## config.mk

```make
export PLATFORM = sky130hd
export DESIGN_NAME = octopus_deparser
export DESIGN_NICKNAME = d
export VERILOG_FILES = /design/src/rtl/octopus_deparser.sv
export SDC_FILE = /design/constraint.sdc
export NUM_CORES = 2
export LEC_CHECK = 0
export BUFFER_PORTS_ARGS = -buffer_cell sky130_fd_sc_hd__buf_2
export CAP_MARGIN = 10
export CORE_AREA = 3 3 599 601
export CTS_CLUSTER_DIAMETER = 30
export DETAILED_ROUTE_END_ITERATION = 10
export DIE_AREA = 0 0 602 604
export SYNTH_ARGS = -nofsm -noshare
export SYNTH_HDL_FRONTEND = slang
export SYNTH_SLANG_ARGS = --single-unit
```

## constraint.sdc

```tcl
create_clock -name clk -period 23.9 [get_ports clk]
set_clock_uncertainty 0.1 [all_clocks]
set_input_delay 3.585 -clock clk [delete_from_list [all_inputs] [get_ports clk]]
set_output_delay 3.585 -clock clk [all_outputs]
set_load 0.01 [all_outputs]
```

## src/rtl/octopus_deparser.sv

```systemverilog
`default_nettype none
// ============================================================================
//  Module      : octopus_deparser
//  Description : Transmit-side frame builder. Takes one five-tuple plus up to
//                64 payload bytes per request and emits an Ethernet/IPv4 frame
//                carrying a UDP or TCP header on a 512-bit AXI-Stream master.
//  Ports       : clk, rst (sync, active-low)
//                in_five_tuple/in_payload/in_payload_len/in_valid -> in_ready
//                m_axis_tdata/tkeep/tuser/tvalid/tlast <- m_axis_tready
//  Revision    : 1.0  initial release
// ============================================================================
module octopus_deparser #(
  parameter int          C_M_AXIS_TDATA_WIDTH = 512,
  parameter int          C_M_AXIS_TKEEP_WIDTH = 64,
  parameter int          C_M_AXIS_TUSER_WIDTH = 256,
  parameter logic [47:0] SRC_MAC              = 48'h0A0000000001,
  parameter logic [47:0] DST_MAC              = 48'h0A0000000002,
  parameter logic [7:0]  IP_TTL               = 8'd64,
  parameter logic [15:0] TCP_WINDOW           = 16'hFFFF
) (
  input  logic                            clk,
  input  logic                            rst,
  input  logic [175:0]                    in_five_tuple,
  input  logic [511:0]                    in_payload,
  input  logic [6:0]                      in_payload_len,
  input  logic                            in_valid,
  output logic                            in_ready,
  output logic [C_M_AXIS_TDATA_WIDTH-1:0] m_axis_tdata,
  output logic [C_M_AXIS_TKEEP_WIDTH-1:0] m_axis_tkeep,
  output logic [C_M_AXIS_TUSER_WIDTH-1:0] m_axis_tuser,
  output logic                            m_axis_tvalid,
  output logic                            m_axis_tlast,
  input  logic                            m_axis_tready
);

  localparam logic [7:0] C_MIN_FRAME = 8'd60;

  typedef enum logic [1:0] {
    S_IDLE  = 2'd0,
    S_CSUM  = 2'd1,
    S_BEAT0 = 2'd2,
    S_BEAT1 = 2'd3
  } state_t;

  state_t                            state_q, state_d;
  logic [103:0]                      tuple_q, tuple_d;
  logic [511:0]                      payload_q, payload_d;
  logic [6:0]                        len_q, len_d;
  logic [15:0]                       csum_q, csum_d;
  logic [15:0]                       ip_id_q, ip_id_d;
  logic                              in_ready_q, in_ready_d;
  logic                              tvalid_q, tvalid_d;
  logic                              tlast_q, tlast_d;
  logic [C_M_AXIS_TKEEP_WIDTH-1:0]   tkeep_q, tkeep_d;
  logic [C_M_AXIS_TDATA_WIDTH-1:0]   tdata_q, tdata_d;
  logic [C_M_AXIS_TUSER_WIDTH-1:0]   tuser_q, tuser_d;

  logic          is_tcp;
  logic [7:0]    ip_proto, hdr_len, total_len, frame_len, beat1_len;
  logic [15:0]   ip_len, l4_len, csum_calc, csum_use;
  logic [19:0]   csum_sum;
  logic [16:0]   csum_fold1, csum_fold2;
  logic [7:0]    hb [54];
  logic [511:0]  pay_wire;
  logic [1023:0] frame;
  logic          unused_bits;

  assign unused_bits = ^{in_five_tuple[175:104], csum_fold2[16]};

  // Low n bits set; n >= 64 yields all ones because the shift empties the word.
  function automatic logic [63:0] keep_mask(input logic [7:0] n);
    keep_mask = ~({64{1'b1}} << n);
  endfunction

  // Whole frame image (wire byte k at [8k+7:8k]) built from the latched request.
  always_comb begin
    is_tcp    = (tuple_q[7:0] == 8'd6);
    ip_proto  = is_tcp ? 8'd6 : 8'd17;
    hdr_len   = is_tcp ? 8'd54 : 8'd42;
    total_len = hdr_len + {1'b0, len_q};
    frame_len = (total_len < C_MIN_FRAME) ? C_MIN_FRAME : total_len;
    beat1_len = frame_len - 8'd64;
    ip_len    = {8'h00, total_len} - 16'd14;
    l4_len    = 16'd8 + {9'h000, len_q};

    csum_sum   = 20'h04500 + {4'h0, ip_len} + {4'h0, ip_id_q} + 20'h04000
               + {4'h0, IP_TTL, ip_proto}
               + {4'h0, tuple_q[103:88]} + {4'h0, tuple_q[87:72]}
               + {4'h0, tuple_q[71:56]}  + {4'h0, tuple_q[55:40]};
    csum_fold1 = {1'b0, csum_sum[15:0]} + {13'h0000, csum_sum[19:16]};
    csum_fold2 = {1'b0, csum_fold1[15:0]} + {16'h0000, csum_fold1[16]};
    csum_calc  = ~csum_fold2[15:0];
    // Beat 0 is registered on the same edge that captures the checksum.
    csum_use   = (state_q == S_CSUM) ? csum_calc : csum_q;

    for (int k = 0; k < 54; k++) hb[k] = 8'h00;
    for (int k = 0; k < 6; k++) begin
      hb[k]     = DST_MAC[47-8*k -: 8];
      hb[6+k]   = SRC_MAC[47-8*k -: 8];
    end
    hb[12] = 8'h08;          hb[13] = 8'h00;
    hb[14] = 8'h45;          hb[15] = 8'h00;
    hb[16] = ip_len[15:8];   hb[17] = ip_len[7:0];
    hb[18] = ip_id_q[15:8];  hb[19] = ip_id_q[7:0];
    hb[20] = 8'h40;          hb[21] = 8'h00;
    hb[22] = IP_TTL;         hb[23] = ip_proto;
    hb[24] = csum_use[15:8]; hb[25] = csum_use[7:0];
    // sip, dip, sport, dport sit contiguously in the tuple, MSB first.
    for (int k = 0; k < 12; k++) hb[26+k] = tuple_q[103-8*k -: 8];
    if (is_tcp) begin
      hb[46] = 8'h50;             hb[47] = 8'h18;
      hb[48] = TCP_WINDOW[15:8];  hb[49] = TCP_WINDOW[7:0];
    end else begin
      hb[38] = l4_len[15:8];      hb[39] = l4_len[7:0];
    end

    // Payload bytes past len are forced to zero so padding stays clean.
    for (int i = 0; i < 64; i++)
      pay_wire[8*i +: 8] = (i < int'(len_q)) ? payload_q[511-8*i -: 8] : 8'h00;

    frame = '0;
    for (int k = 0; k < 54; k++) frame[8*k +: 8] = hb[k];
    if (is_tcp) frame = frame | ({512'h0, pay_wire} << 432);
    else        frame = frame | ({512'h0, pay_wire} << 336);
  end

  always_comb begin
    state_d    = state_q;
    tuple_d    = tuple_q;
    payload_d  = payload_q;
    len_d      = len_q;
    csum_d     = csum_q;
    ip_id_d    = ip_id_q;
    in_ready_d = in_ready_q;
    tvalid_d   = tvalid_q;
    tlast_d    = tlast_q;
    tkeep_d    = tkeep_q;
    tdata_d    = tdata_q;
    tuser_d    = tuser_q;

    unique case (state_q)
      S_IDLE: begin
        in_ready_d = 1'b1;
        if (in_valid && in_ready_q) begin
          tuple_d    = in_five_tuple[103:0];
          payload_d  = in_payload;
          len_d      = (in_payload_len > 7'd64) ? 7'd64 : in_payload_len;
          in_ready_d = 1'b0;
          state_d    = S_CSUM;
        end
      end
      S_CSUM: begin
        csum_d   = csum_calc;
        state_d  = S_BEAT0;
        tvalid_d = 1'b1;
        tlast_d  = (frame_len <= 8'd64);
        tkeep_d  = keep_mask(frame_len);
        tdata_d  = frame[511:0];
        tuser_d  = {{(C_M_AXIS_TUSER_WIDTH-8){1'b0}}, frame_len};
      end
      S_BEAT0: begin
        if (m_axis_tready) begin
          if (tlast_q) begin
            state_d    = S_IDLE;
            in_ready_d = 1'b1;
            tvalid_d   = 1'b0;
            tlast_d    = 1'b0;
            tkeep_d    = '0;
            tdata_d    = '0;
            tuser_d    = '0;
            ip_id_d    = ip_id_q + 16'd1;
          end else begin
            state_d = S_BEAT1;
            tdata_d = frame[1023:512];
            tkeep_d = keep_mask(beat1_len);
            tlast_d = 1'b1;
          end
        end
      end
      S_BEAT1: begin
        if (m_axis_tready) begin
          state_d    = S_IDLE;
          in_ready_d = 1'b1;
          tvalid_d   = 1'b0;
          tlast_d    = 1'b0;
          tkeep_d    = '0;
          tdata_d    = '0;
          tuser_d    = '0;
          ip_id_d    = ip_id_q + 16'd1;
        end
      end
      default: state_d = S_IDLE;
    endcase
  end

  always_ff @(posedge clk) begin
    if (!rst) begin
      state_q    <= S_IDLE;
      tuple_q    <= '0;
      payload_q  <= '0;
      len_q      <= '0;
      csum_q     <= '0;
      ip_id_q    <= '0;
      in_ready_q <= 1'b0;
      tvalid_q   <= 1'b0;
      tlast_q    <= 1'b0;
      tkeep_q    <= '0;
      tdata_q    <= '0;
      tuser_q    <= '0;
    end else begin
      state_q    <= state_d;
      tuple_q    <= tuple_d;
      payload_q  <= payload_d;
      len_q      <= len_d;
      csum_q     <= csum_d;
      ip_id_q    <= ip_id_d;
      in_ready_q <= in_ready_d;
      tvalid_q   <= tvalid_d;
      tlast_q    <= tlast_d;
      tkeep_q    <= tkeep_d;
      tdata_q    <= tdata_d;
      tuser_q    <= tuser_d;
    end
  end

  assign in_ready      = in_ready_q;
  assign m_axis_tdata  = tdata_q;
  assign m_axis_tkeep  = tkeep_q;
  assign m_axis_tuser  = tuser_q;
  assign m_axis_tvalid = tvalid_q;
  assign m_axis_tlast  = tlast_q;

endmodule
`default_nettype wire

```

==> key figures <==
Pwr
  – Leakage dissipation: about 31 nW
  – Power density over cell area: 125 nW/um^2
  – Peak supply drop: ~0.000076 V

Final layout
  – Design area: 76,900 sq um
  – Layout Nets: ~9,000
  – Share of post-route cells with drive strength above 1: between 20% and 30%
  – Syn-to-layout area delta: 42.1%

Clock network
  – Worst-skew pair later-pin latency: 960 ps
  – CTS tree: done
  – Quantity of gates resized following cts: 0
  – H-tree levels: 5
  – Clk sinks: between 1,000 and 1,500
  – Root Buffer: clkbuf_16
  – Longest Clk Path Bufs: 4
  – Hold_buf cts: 0
  – Clk pin slew, worst setup/hold paths: 50 ps
  – Postcts setup bufs: 0
  – Cts bufs inserted: about 340

STA
  – Relative slew slack: 1.52%
  – Fin Setup TNS: 0 ps
  – Max Clk Rate: 73.5 MHz
  – Post-layout min period: around 14,000 ps
  – Final period utilization: 56.9%
  – Hold slack: around 350 ps
  – Slew @ Worst Pin: 1480 ps
  – Count of final setup violators: 0
  – RSZ-0062 raised after global routing: no
  – Slew Limit Fails: 0
  – Final Hold Fails: 0

Setup path
  – Critical path's slowest cell: nor4_4
  – R2R setup slack: about 10,000 ps
  – Crit path buf inv count: 7
  – Startpoint types: flop
  – Crit Reg-Reg Endpoint: m_axis_tdata[198]
  – Crit path depth: 44
  – CP peak stage delay: ~880 ps
  – Worst EP required: 24,580 ps
  – Worst endpoint data arrival time: 14,290 ps
  – Worst Setup Path Type: reg2reg
  – Crit-path leading delay family: simple AND/OR/NAND/NOR gates
  – Reg2reg start: tuple_q[4]
  – Capturing element type of the critical path: flop
  – Cell repeated most along the worst path: ha_1
  – Reg2Reg Depth: 44
  – CP max FO: 20
  – Worst setup path startpoint: tuple_q[4]

Synthesis
  – Synth warn: 0
  – Synth Area in Simple Gates: 18.4%
  – EDFF count, synth: 0
  – Adder-cell share of the synthesized area: 3.68%
  – Synth Area per Inst: between 7 and 8 sq um
  – Post-synthesis mux area share: 0.0555%
  – Top cells by count, synth: nand2_1 (1,387), dfxtp_1 (1,240), a21oi_1 (1,059)
  – Area contributors post-synth: dfxtp_1 (46%), a21oi_1 (9.8%), nand2_1 (9.6%)
  – Xor/xnor share of the synthesized area: 0.876%
  – Synth top area share: 45.9%
  – Post-synthesis sequential area ratio: between 40 and 50%
  – Post-synthesis cell count: 6,871
  – Synth cell types: just under 80
  – Area leader, netlist: dfxtp_1
  – Largest family of logic cells by synthesized area: compound AO/OA/AOI/OAI gates
  – Top_reg_cell synth: dfxtp_1
  – Synth Register Bits: 1,240
  – Post-synthesis async set-or-reset flop share: 0%
  – Most common cell in the netlist: nand2_1
  – Compound-cell area share of the yosys netlist: 23.5%
  – Synthesized area: ~54,000 sq um

Drt
  – Wire per inst: 32.2 um
  – Vias: 59,800
  – ANT nets after route: 0
  – First DRT Iteration DRCs: 7,380
  – DRC viols: 0
  – Final WL: 423,000 um
  – Initial DRT Pass Iterations: 8
  – Vias per std cell: 4.55

Hold path
  – WHS Endpoint: tuple_q[17]
  – Worst Min Path Start: tuple_q[17]
  – Worst hold path class: reg2reg
  – WHS Path Cells: 2

GRT
  – Gr ovfl total: 0
  – Total GRT Usage: between 20% and 30%
  – First-pass GRT wire length: 535,000 um
  – Largest net degree at the start of global routing: 231
  – Initial antenna violation count: 147
  – Vias in the first global route: around 54,000

Die
  – Row cnt: 218
  – Die height: 604 um
  – Die footprint: 364,000 sq um
  – Die W: 602 um
  – CORE AREA: 353,000 sq um
  – Io pins: 1,534
  – Initial Utilization: between 10% and 20%

Place
  – Area after DPL: around 65,000 sq um
  – I/O Buffers: about 1,200
  – Hpwl dp: between 300,000 and 400,000 um
  – Gpl congestion: 0.961

Status
  – Outcome: complete, no violations

Run
  – Max capacitance violation total: 0
==> area by class of cell <==
type,count,area [sq um]
Antenna cell,69,173
Tap cell,4730,5920
Multi-Input combinational cell,5031,26300
Fill cell,39300,276000
Inverter,116,444
Clock inverter,189,2960
Clock buffer,428,9260
Timing Repair Buffer,1335,7050
Sequential cell,1240,24800
==> per-stage QoR <==
| step | setup WS, ps | utilization (%) | cells | power (W) |
|---|---|---|---|---|
| 2_1_floorplan | 11980 | - | 7118 | 0.00361 |
| 3_3_place_gp | 10630 | 18.3 | 12500 | 0.00472 |
| 5_1_grt | 9640 | 21.7 | 13100 | 0.00991 |
| 6_report | 10290 | 21.8 | 13100 | 0.00958 |
| 3_5_place_dp | 10480 | 18.3 | 12500 | 0.00472 |
| 4_1_cts | 10480 | 21.7 | 13100 | 0.00963 |
==> cell usage in the layout (no fill, tap or decap), types with 9 or more instances in the layout <==
cell type,n
nand2_1,1380
dfxtp_1,1237
buf_2,1212
a21oi_1,1053
nor2_1,727
o21ai_0,410
clkbuf_16,342
conb_1,248
a22oi_1,243
a221oi_1,212
nor3_1,173
buf_4,118
inv_1,113
nand3_1,72
diode_2,69
fa_1,67
clkinv_2,64
bufinv_16,59
ha_1,52
a31oi_1,49
clkbuf_1,48
clkbuf_8,38
clkinvlp_4,30
xnor2_1,29
a32oi_1,28
xor2_1,22
a211oi_1,21
and2_1,15
o221a_2,15
nand2b_1,13
o211a_1,13
clkinv_4,13
a21o_1,12
nand3b_1,11
clkinv_16,11
or3_1,9
nand4_1,9
==> cell families (layout without fill, tap and decap cells) <==
logic type	count (synthesis)	in the layout
AND/OR/NAND/NOR	2475	2475
XOR/XNOR	52	52
AO/OA/AOI/OAI	2134	2134
buffers and inverters	847	2068
multiplexers	3	3
adder cells (fa/ha/maj)	119	119
flip-flops	1240	1240
other	1	317
==> registers in the layout, indices dropped and copies added, names as in the netlist <==
register,flops
ip_id_q,16
m_axis_tkeep,64
m_axis_tvalid,1
len_q,7
m_axis_tlast,1
m_axis_tuser,8
m_axis_tdata,512
state_q,2
tuple_q,104
in_ready,1
csum_q,12
payload_q,512
==> tightest hold or removal path, cell delays in order, from the launching register on <==
cell and delay (ps):
dfxtp_1 300, nand2_1 50, a21oi_1 50
==> layer usage <==
| layer | share of wire (%) | vias up | track usage, % |
|---|---|---|---|
| li1 | - | 25900 | - |
| met1 | 37 | 29500 | 25.4 |
| met2 | 46 | 3535 | 35.4 |
| met3 | 10 | 812 | 7.06 |
| met4 | 7.0 | 54 | 13.2 |
| met5 | 0.085 | - | 0 |
==> how the worst max path moves through the flow <==
stage,end,slack (ps)
2_1_floorplan,m_axis_tdata[198],11980
5_1_grt,m_axis_tdata[198],9640
3_3_place_gp,m_axis_tdata[198],10630
4_1_cts,m_axis_tdata[198],10480
6_report,m_axis_tdata[198],10290
3_5_place_dp,m_axis_tdata[198],10480
==> where the power goes <==
part	internal (W)	switching (W)	total, W	leakage, nW
logic	0.000584	0.00146	0.00205	14.6
clock network	0.00337	0.00151	0.00488	5.90
registers	0.00233	0.000319	0.00265	10.1
(Power assumes the default switching activity.)
